==> src/rtl/fg_prog_pkg.sv <==
// Shared types and defaults for the floating-gate programming sequencer.
// Latency: n/a (types and constants only).
// Backpressure: n/a.
package fg_prog_pkg;

    // Settle length used for the setup, gap and release phases unless overridden.
    localparam int SETTLE_CYC_DEF = 8;

    typedef enum logic [2:0] {
        ST_IDLE,
        ST_SETUP,
        ST_PULSE,
        ST_GAP,
        ST_MEAS,
        ST_RELEASE,
        ST_DONE
    } state_t;

    // Encoding matches the cmd_mode input field directly.
    typedef enum logic [1:0] {
        MODE_INJ  = 2'b00,
        MODE_TUN  = 2'b01,
        MODE_READ = 2'b10,
        MODE_BAD  = 2'b11
    } mode_t;

endpackage

==> src/rtl/fg_prog_timer.sv <==
// Loadable down-counter with an expire flag, shared by settle and pulse-width timing.
// Latency: a load of V makes o_expire rise V cycles after the load edge.
// Backpressure: none; a load always wins over counting.
module fg_prog_timer #(
    parameter int W = 16
) (
    input  logic         clk,
    input  logic         rst_n,
    input  logic         i_load,
    input  logic [W-1:0] i_val,
    output logic         o_expire
);

    logic [W-1:0] r_cnt;

    // Reload on request, otherwise count down and park at zero.
    always_ff @(posedge clk or negedge rst_n) begin
        if (!rst_n) begin
            r_cnt <= '0;
        end else if (i_load) begin
            r_cnt <= i_val;
        end else if (r_cnt != '0) begin
            r_cnt <= r_cnt - W'(1);
        end
    end

    assign o_expire = (r_cnt == '0);

endmodule

==> src/rtl/fg_prog_sequencer.sv <==
// Row/column programming sequencer for one floating-gate island; optional abort via FG_PROG_ABORT_EN.
// Latency: controls from the cycle after accept; S + N*W + (N-1)*S + S (or S+1+S for read) cycles, then DONE.
// Backpressure: cmd_ready only in IDLE; cmd_valid while busy is ignored, nothing is queued.
module fg_prog_sequencer
    import fg_prog_pkg::*;
#(
    parameter int ROW_BITS   = 2,
    parameter int COL_BITS   = 4,
    parameter int CNT_W      = 8,
    parameter int PULSE_W    = 16,
    parameter int SETTLE_CYC = SETTLE_CYC_DEF
) (
    input  logic                clk,
    input  logic                rst_n,
    input  logic                cmd_valid,
    output logic                cmd_ready,
    input  logic [ROW_BITS-1:0] cmd_row,
    input  logic [COL_BITS-1:0] cmd_col,
    input  logic [1:0]          cmd_mode,
    input  logic [CNT_W-1:0]    cmd_pulses,
    input  logic [PULSE_W-1:0]  cmd_width,
`ifdef FG_PROG_ABORT_EN
    input  logic                abort,
`endif
    output logic [ROW_BITS-1:0] vdec_addr,
    output logic [COL_BITS-1:0] hdec_addr,
    output logic                vdec_en,
    output logic                hdec_en,
    output logic                drain_sel,
    output logic                prog_sw,
    output logic                gate_mux_en,
    output logic                inj_pulse,
    output logic                tun_pulse,
    output logic                meas_strobe,
    output logic                busy,
    output logic                done,
    output logic                err
);

    // The settle length shares the pulse-width timer, so it must fit in PULSE_W bits.
    localparam logic [PULSE_W-1:0] SETTLE_M1 = PULSE_W'(SETTLE_CYC - 1);

    state_t               r_state;
    state_t               w_nxt;
    mode_t                r_mode;
    mode_t                w_mode;
    mode_t                w_cmd_mode;
    logic [ROW_BITS-1:0]  r_row;
    logic [ROW_BITS-1:0]  w_row;
    logic [COL_BITS-1:0]  r_col;
    logic [COL_BITS-1:0]  w_col;
    logic [CNT_W-1:0]     r_left;
    logic [PULSE_W-1:0]   r_wm1;
    logic [PULSE_W-1:0]   w_tmr_val;
    logic                 w_tmr_load;
    logic                 w_expire;
    logic                 r_aborted;
    logic                 w_accept;
    logic                 w_start;
    logic                 w_bad;
    logic                 w_abort;
    logic                 w_active;

    fg_prog_timer #(
        .W(PULSE_W)
    ) u_timer (
        .clk      (clk),
        .rst_n    (rst_n),
        .i_load   (w_tmr_load),
        .i_val    (w_tmr_val),
        .o_expire (w_expire)
    );

`ifdef FG_PROG_ABORT_EN
    // Abort only counts while the island is being driven before release.
    assign w_abort = abort && ((r_state == ST_SETUP) || (r_state == ST_PULSE) ||
                               (r_state == ST_GAP)   || (r_state == ST_MEAS));
`else
    assign w_abort = 1'b0;
`endif

    assign w_cmd_mode = mode_t'(cmd_mode);
    assign w_accept   = cmd_valid && cmd_ready;
    assign w_start    = w_accept && (w_cmd_mode != MODE_BAD);
    assign w_bad      = w_accept && (w_cmd_mode == MODE_BAD);

    // Outputs are registered from next state, so the accepting edge must see the new command fields.
    assign w_mode = w_start ? w_cmd_mode : r_mode;
    assign w_row  = w_start ? cmd_row    : r_row;
    assign w_col  = w_start ? cmd_col    : r_col;

    // Next-state decode and timer reload on every timed phase entry.
    always_comb begin
        w_nxt      = r_state;
        w_tmr_load = 1'b0;
        w_tmr_val  = '0;
        case (r_state)
            ST_IDLE: begin
                if (w_start) begin
                    w_nxt      = ST_SETUP;
                    w_tmr_load = 1'b1;
                    w_tmr_val  = SETTLE_M1;
                end
            end
            ST_SETUP: begin
                if (w_expire) begin
                    if (r_mode == MODE_READ) begin
                        w_nxt = ST_MEAS;
                    end else if (r_left == '0) begin
                        w_nxt      = ST_RELEASE;
                        w_tmr_load = 1'b1;
                        w_tmr_val  = SETTLE_M1;
                    end else begin
                        w_nxt      = ST_PULSE;
                        w_tmr_load = 1'b1;
                        w_tmr_val  = r_wm1;
                    end
                end
            end
            ST_PULSE: begin
                if (w_expire) begin
                    w_nxt      = (r_left > CNT_W'(1)) ? ST_GAP : ST_RELEASE;
                    w_tmr_load = 1'b1;
                    w_tmr_val  = SETTLE_M1;
                end
            end
            ST_GAP: begin
                if (w_expire) begin
                    w_nxt      = ST_PULSE;
                    w_tmr_load = 1'b1;
                    w_tmr_val  = r_wm1;
                end
            end
            ST_MEAS: begin
                w_nxt      = ST_RELEASE;
                w_tmr_load = 1'b1;
                w_tmr_val  = SETTLE_M1;
            end
            ST_RELEASE: begin
                if (w_expire) begin
                    w_nxt = ST_DONE;
                end
            end
            ST_DONE: begin
                w_nxt = ST_IDLE;
            end
            default: begin
                w_nxt = ST_IDLE;
            end
        endcase
        if (w_abort) begin
            w_nxt      = ST_RELEASE;
            w_tmr_load = 1'b1;
            w_tmr_val  = SETTLE_M1;
        end
    end

    // Addresses and enables are held from SETUP through RELEASE.
    assign w_active = (w_nxt != ST_IDLE) && (w_nxt != ST_DONE);

    // State, captured command and all registered outputs.
    always_ff @(posedge clk or negedge rst_n) begin
        if (!rst_n) begin
            r_state     <= ST_IDLE;
            r_mode      <= MODE_INJ;
            r_row       <= '0;
            r_col       <= '0;
            r_left      <= '0;
            r_wm1       <= '0;
            r_aborted   <= 1'b0;
            cmd_ready   <= 1'b0;
            busy        <= 1'b0;
            vdec_addr   <= '0;
            hdec_addr   <= '0;
            vdec_en     <= 1'b0;
            hdec_en     <= 1'b0;
            drain_sel   <= 1'b0;
            prog_sw     <= 1'b0;
            gate_mux_en <= 1'b0;
            inj_pulse   <= 1'b0;
            tun_pulse   <= 1'b0;
            meas_strobe <= 1'b0;
            done        <= 1'b0;
            err         <= 1'b0;
        end else begin
            r_state <= w_nxt;
            if (w_start) begin
                r_mode    <= w_cmd_mode;
                r_row     <= cmd_row;
                r_col     <= cmd_col;
                r_left    <= cmd_pulses;
                r_wm1     <= (cmd_width == '0) ? '0 : cmd_width - PULSE_W'(1);
                r_aborted <= 1'b0;
            end else if ((r_state == ST_PULSE) && w_expire) begin
                r_left <= r_left - CNT_W'(1);
            end
            if (w_abort) begin
                r_aborted <= 1'b1;
            end
            cmd_ready   <= (w_nxt == ST_IDLE);
            busy        <= (w_nxt != ST_IDLE);
            vdec_addr   <= w_active ? w_row : '0;
            hdec_addr   <= w_active ? w_col : '0;
            vdec_en     <= w_active;
            hdec_en     <= w_active;
            drain_sel   <= w_active && ((w_mode == MODE_INJ) || (w_mode == MODE_READ));
            prog_sw     <= w_active && ((w_mode == MODE_INJ) || (w_mode == MODE_TUN));
            gate_mux_en <= w_active && ((w_mode == MODE_INJ) || (w_mode == MODE_READ));
            inj_pulse   <= (w_nxt == ST_PULSE) && (w_mode == MODE_INJ);
            tun_pulse   <= (w_nxt == ST_PULSE) && (w_mode == MODE_TUN);
            meas_strobe <= (w_nxt == ST_MEAS);
            done        <= (w_nxt == ST_DONE);
            err         <= w_bad || ((w_nxt == ST_DONE) && r_aborted);
        end
    end

endmodule

==> config.mk <==
export PLATFORM = sky130hd
export DESIGN_NAME = fg_prog_sequencer
export DESIGN_NICKNAME = d
export VERILOG_FILES = /design/src/rtl/fg_prog_pkg.sv /design/src/rtl/fg_prog_timer.sv /design/src/rtl/fg_prog_sequencer.sv
export SDC_FILE = /design/constraint.sdc
export NUM_CORES = 1
export LEC_CHECK = 0
export ABC_CLOCK_PERIOD_IN_PS = 3360
export CAP_MARGIN = 20
export CORE_AREA = 2 2 90 92
export CTS_CLUSTER_SIZE = 10
export DETAILED_ROUTE_END_ITERATION = 16
export DIE_AREA = 0 0 92 94
export PLACE_DENSITY = 0.74
export SLEW_MARGIN = 0
export SYNTH_ARGS = -nofsm -noshare
export SYNTH_HDL_FRONTEND = slang
export SYNTH_HIERARCHICAL = 1
export SYNTH_SLANG_ARGS = --single-unit
==> constraint.sdc <==
create_clock -name clk -period 3.36 [get_ports clk]
set_input_delay 1.008 -clock clk [delete_from_list [all_inputs] [get_ports clk]]
set_output_delay 1.008 -clock clk [all_outputs]
set_load 0.005 [all_outputs]
==> flow_results.org <==
** Synth
- Gate Count Post-Synth :: around 390
- In this run the cell area of the synthesized design comes to approximately 3600 um2.
- Fraction of synthesized cell area taken by the top area cell type :: 46.2%
- Yosys attributes the largest share of cell area to sky130_fd_sc_hd__dfrtp_1 46%, sky130_fd_sc_hd__nand2_1 6.5%, sky130_fd_sc_hd__xnor2_1 4.3%, sky130_fd_sc_hd__nor2_1 3.8%, sky130_fd_sc_hd__o31ai_1 3.3%.
- Synthesis produced a netlist with a net count of around 430.
- In the synthesized netlist, the cells that appear most often are 67 x sky130_fd_sc_hd__dfrtp_1, 63 x sky130_fd_sc_hd__nand2_1, 37 x sky130_fd_sc_hd__nor2_1, 18 x sky130_fd_sc_hd__xnor2_1, 16 x sky130_fd_sc_hd__o31ai_1.
- Proportion of synthesized flip-flops having asynchronous set or reset :: 100%
- Register area share after synthesis :: between 40% and 50%
- Synthesis instantiated between 50 and 60 different standard cells from the library.
- After synthesis the netlist holds a flip-flop and latch count of 67.
- Synthesized area divided by synthesized cell count :: roughly 9.4 um2
- In the synthesized netlist the dominant register cell turns out to be sky130_fd_sc_hd__dfrtp_1.
- The synthesized design spends more area on one cell type than any other, namely sky130_fd_sc_hd__dfrtp_1.
- Count leader, synth :: sky130_fd_sc_hd__dfrtp_1
- Yosys warns :: 6
- Counting flops with a built-in enable in the synthesized netlist gives 0.

** Global routing
- Remaining global-route overflow :: 0
- The initial antenna violation count was 0.
- Via count of the first global-routing pass :: 2,882
- Global-route total usage across every layer :: 19.8%
- Global-route wire length before repair :: about 13,000 um
- Pin count of the biggest net entering global routing :: 36

** Worst setup path
- Reg-to-reg startpoint :: u_timer/r_cnt[0]
- The setup check on the worst reg-to-reg path leaves a slack of 0.16 ns.
- Crit-path cells :: inv_1 > ha_2 > or4b_4 > or4_4 > nor4b_4 > buf_4 > nor2b_4 > nand4b_1 > o221ai_4 > o41ai_4 > buf_4 > nor2b_1
- The number of buffers and inverters on the critical path is 3.
- Endpoint of the most critical register-to-register path :: vdec_addr[1]
- Worst-path cell with the longest stage delay :: sky130_fd_sc_hd__or4b_4
- CP Class :: flip-flop to flip-flop
- Kind of start point of the critical path :: flip-flop
- Largest incremental delay on the critical path :: approximately 0.47 ns
- For the worst setup path, the data required time is 3.64 ns.
- Arrival time worst endpoint :: roughly 3.5 ns
- By instance count, the cell type seen most on the critical path is sky130_fd_sc_hd__buf_4.
- Type of element capturing the critical path :: flip-flop
- Of all nets on the critical path, the largest fanout is 9.
- Counting cells, the worst reg-to-reg path comes to 12.
- Cell class contributing the biggest share of worst-path delay :: simple AND/OR/NAND/NOR gates

** Detailed routing
- Before antenna repair, the detailed router went through 4 iterations.
- The first routing iteration left 143 violations.
- DRC violation count after routing :: 0
- The detailed router used layers up to and including met4.
- Met1 routed wirelength after detailed routing :: 3750 um
- The detailed router placed around 3,000 vias in this run.
- Average wire per cell in the routed design :: roughly 14 um
- Final wirelength :: a little under 8000 um
- Antenna Nets Post-Route :: 0
- After detailed routing, the met2 layer carries roughly 3700 um of wire.
- Wire segments on met3 add up to 257 um in the final route.
- After detailed routing, the number of vias per cell comes to 5.30.

** Hold path
- In this run the most critical hold path is launched from r_row[1].
- Terminating pin of the worst hold path :: r_row[1]
- WHS Path Cells :: 2
- The tightest min-delay check is of the flip-flop to flip-flop type.

** Floorplanning
- Placement row count :: 32
- Num ports :: between 50 and 60
- The initial utilization of the core area, before any placement, comes to 47.7%.
- Die Height :: ~94 um
- After floorplanning, the core was sized to cover roughly 7600 um2.
- Die Outline Area :: a little under 9000 um2
- Die width :: about 92 um

** Power and ir drop
- In this run the power spent charging and discharging nets is 388 uW.
- Switching portion of total power :: 25.6%
- Internal power :: around 1.1 mW
- Leak :: 1.95 nW
- Per report_power, the clock group accounts for between 40% and 50% of the total.
- Sequential Power Share :: 53.0%
- Dividing total power by cell area gives a power density of 332 nW/um2.
- Across the VDD grid, the largest voltage drop is ~0.21 mV.
- Combinational cell fraction of total power :: under 10%

** Timing
- The count of pins over their slew limit came to 0.
- The number of hold violations in the final report was 0.
- Skew final :: 0.0142 ns
- Setup violations remaining at the end of the flow were counted as 0.
- In the finished design, the share of the clock period the worst path needs comes to ~95%.
- Fmax achieved :: between 0.3 and 0.4 GHz
- For the pin with the worst max-slew slack, the measured transition is 0.762 ns.
- The smallest clock period supported by the final layout is computed as 3.20 ns.
- In this run the tightest slew margin relative to its limit is 49.2%.
- In the post-route analysis, the smallest setup slack over all paths is between 0.15 and 0.2 ns.

** CTS
- Number of sinks driven by the clock tree :: 67
- # hold bufs at CTS :: 0
- Latest clock arrival within the worst-skew pair :: 0.36 ns
- CTS Buf Count :: 9
- Register clock-pin slew on the reported worst setup and hold paths :: around 0.08 ns
- The clock tree synthesis step divided the H-tree into 3 levels.
- Clock Root Buffer :: sky130_fd_sc_hd__clkbuf_8
- Maximum clock path buffer count :: 2
- TritonCTS clock tree :: built

** Final layout
- At the end of the flow the core is filled with cells to approximately 60%.
- 0 antenna diodes ended up in the layout.
- Relative to the synthesized area, the layout overhead comes to 25.9%.
- The final layout contains ~500 nets.
- Fraction of layout instances using a drive strength above 1 :: between 10% and 20%
- Leaving out filler cells and counting taps, the final layout contains ~560.

** Place
- Total half-perimeter wirelength after legalization and detailed placement :: between 5000 and 6000 um
- Pre-CTS setup slack :: -0.0301 ns
- GPL Wtd Cong :: 0.838
- Including well taps, the total number of placed cells is approximately 540.
- Buffers on Ports :: 52

** Job
- Max-cap violations in this run came to 0.

** Outcome
- Status :: finished clean
## layer usage
| layer | vias up | track usage [%] |
|---|---|---|
| met4 | 0 | 9.45 |
| met5 | - | 0 |
| met1 | 1388 | 25.6 |
| met3 | 14 | 4.09 |
| li1 | 1477 | - |
| met2 | 60 | 31.9 |
## how the worst max path moves through the flow
stage | to | depth (start not counted) | slack, ns | from
after floorplan | u_timer/r_cnt[11] | 12 | 0.13 | u_timer/r_cnt[0]
after global placement | vdec_addr[0] | 12 | 0.08 | u_timer/r_cnt[0]
after detailed placement | vdec_addr[1] | 12 | -0.03 | u_timer/r_cnt[0]
after CTS | vdec_addr[1] | 12 | 0.05 | u_timer/r_cnt[0]
after global routing | hdec_addr[0] | 12 | -0.02 | u_timer/r_cnt[0]
final | vdec_addr[1] | 12 | 0.16 | u_timer/r_cnt[0]
## per-stage QoR
stage | area (um2) | hold WS (ns) | setup TNS, ns | power (mW)
floorplan | 3630 | 0.434 | 0 | 0.838
global placement | 4320 | 0.450 | 0 | 0.907
detailed placement | 4320 | 0.454 | -0.111 | 0.909
CTS | 4530 | 0.475 | 0 | 1.54
global route | 4570 | 0.500 | -0.0235 | 1.58
finish | 4570 | 0.468 | 0 | 1.52
## cells by family after synthesis
family          count (synthesis)  share of synthesized area, %
xor+xnor                       25                          6.03
flops                          67                          46.2
mux                            11                          3.07
simple gates                  189                          27.7
buf+inv                        27                          3.13
fa+ha+maj                       4                          1.38
compound gates                 63                          12.5
## cell type report
| class | count | area, um2 |
|---|---|---|
| Inverter | 11 | 41.3 |
| Timing Repair Buffer | 67 | 641 |
| Fill cell | 665 | 3030 |
| Clock inverter | 7 | 57.6 |
| Multi-Input combinational cell | 292 | 1910 |
| Sequential cell | 67 | 1680 |
| Clock buffer | 9 | 124 |
| Tap cell | 102 | 128 |
## registers in the layout (all words and copies together) (netlist names)
| signal | flops |
|---|---|
| u_timer/r_cnt | 16 |
| vdec_addr | 2 |
| r_col | 4 |
| done | 1 |
| prog_sw | 1 |
| r_state | 3 |
| busy | 1 |
| inj_pulse | 1 |
| r_mode | 2 |
| r_wm1 | 16 |
| cmd_ready | 1 |
| r_row | 2 |
| tun_pulse | 1 |
| gate_mux_en | 1 |
| hdec_addr | 4 |
| hdec_en | 1 |
| r_left | 8 |
| meas_strobe | 1 |
| err | 1 |
## power groups by stage
stage	registers, mW	clock network [mW]	logic (mW)
after floorplan	0.822	0	0.0158
after global placement	0.822	0	0.0857
after detailed placement	0.822	0	0.0872
after CTS	0.805	0.648	0.0877
after global routing	0.806	0.678	0.0949
final	0.806	0.627	0.0858
## cell usage in the layout (no fill, tap or decap), types with 6 or more instances in the layout
master	Yosys	layout
sky130_fd_sc_hd__xor2_1	7	7
sky130_fd_sc_hd__a21o_1	6	6
sky130_fd_sc_hd__dfrtp_1	67	67
sky130_fd_sc_hd__o31ai_1	16	16
sky130_fd_sc_hd__buf_4	2	14
sky130_fd_sc_hd__nor2_1	37	37
sky130_fd_sc_hd__and2_1	13	13
sky130_fd_sc_hd__nor2b_1	9	8
sky130_fd_sc_hd__nor4_1	10	10
sky130_fd_sc_hd__nand3_1	10	10
sky130_fd_sc_hd__a21oi_1	7	6
sky130_fd_sc_hd__o21ai_0	12	12
sky130_fd_sc_hd__nor3_1	11	11
sky130_fd_sc_hd__inv_1	11	11
sky130_fd_sc_hd__nand2_1	63	63
sky130_fd_sc_hd__xnor2_1	18	18
sky130_fd_sc_hd__mux2i_1	10	10
sky130_fd_sc_hd__clkbuf_8	0	9
sky130_fd_sc_hd__clkdlybuf4s50_1	0	51
## timing repair
| item | CTS | global route |
|---|---|---|
| setup endpoints to repair | 10 | 17 |
| buffers inserted | 1 | 2 |
| resized for setup | 4 | 6 |
| hold endpoints to repair | 0 | 0 |
| pin swaps | 2 | 2 |
## worst register-to-register path: stages (launching register included)
cell and delay [ns]:
sky130_fd_sc_hd__dfrtp_1 0.41, sky130_fd_sc_hd__inv_1 0.11, sky130_fd_sc_hd__ha_2 0.20, sky130_fd_sc_hd__or4b_4 0.47, sky130_fd_sc_hd__or4_4 0.44, sky130_fd_sc_hd__nor4b_4 0.27, sky130_fd_sc_hd__buf_4 0.20, sky130_fd_sc_hd__nor2b_4 0.16
sky130_fd_sc_hd__nand4b_1 0.20, sky130_fd_sc_hd__o221ai_4 0.29, sky130_fd_sc_hd__o41ai_4 0.08, sky130_fd_sc_hd__buf_4 0.18, sky130_fd_sc_hd__nor2b_1 0.12
Power figures use the tool's default switching activity.
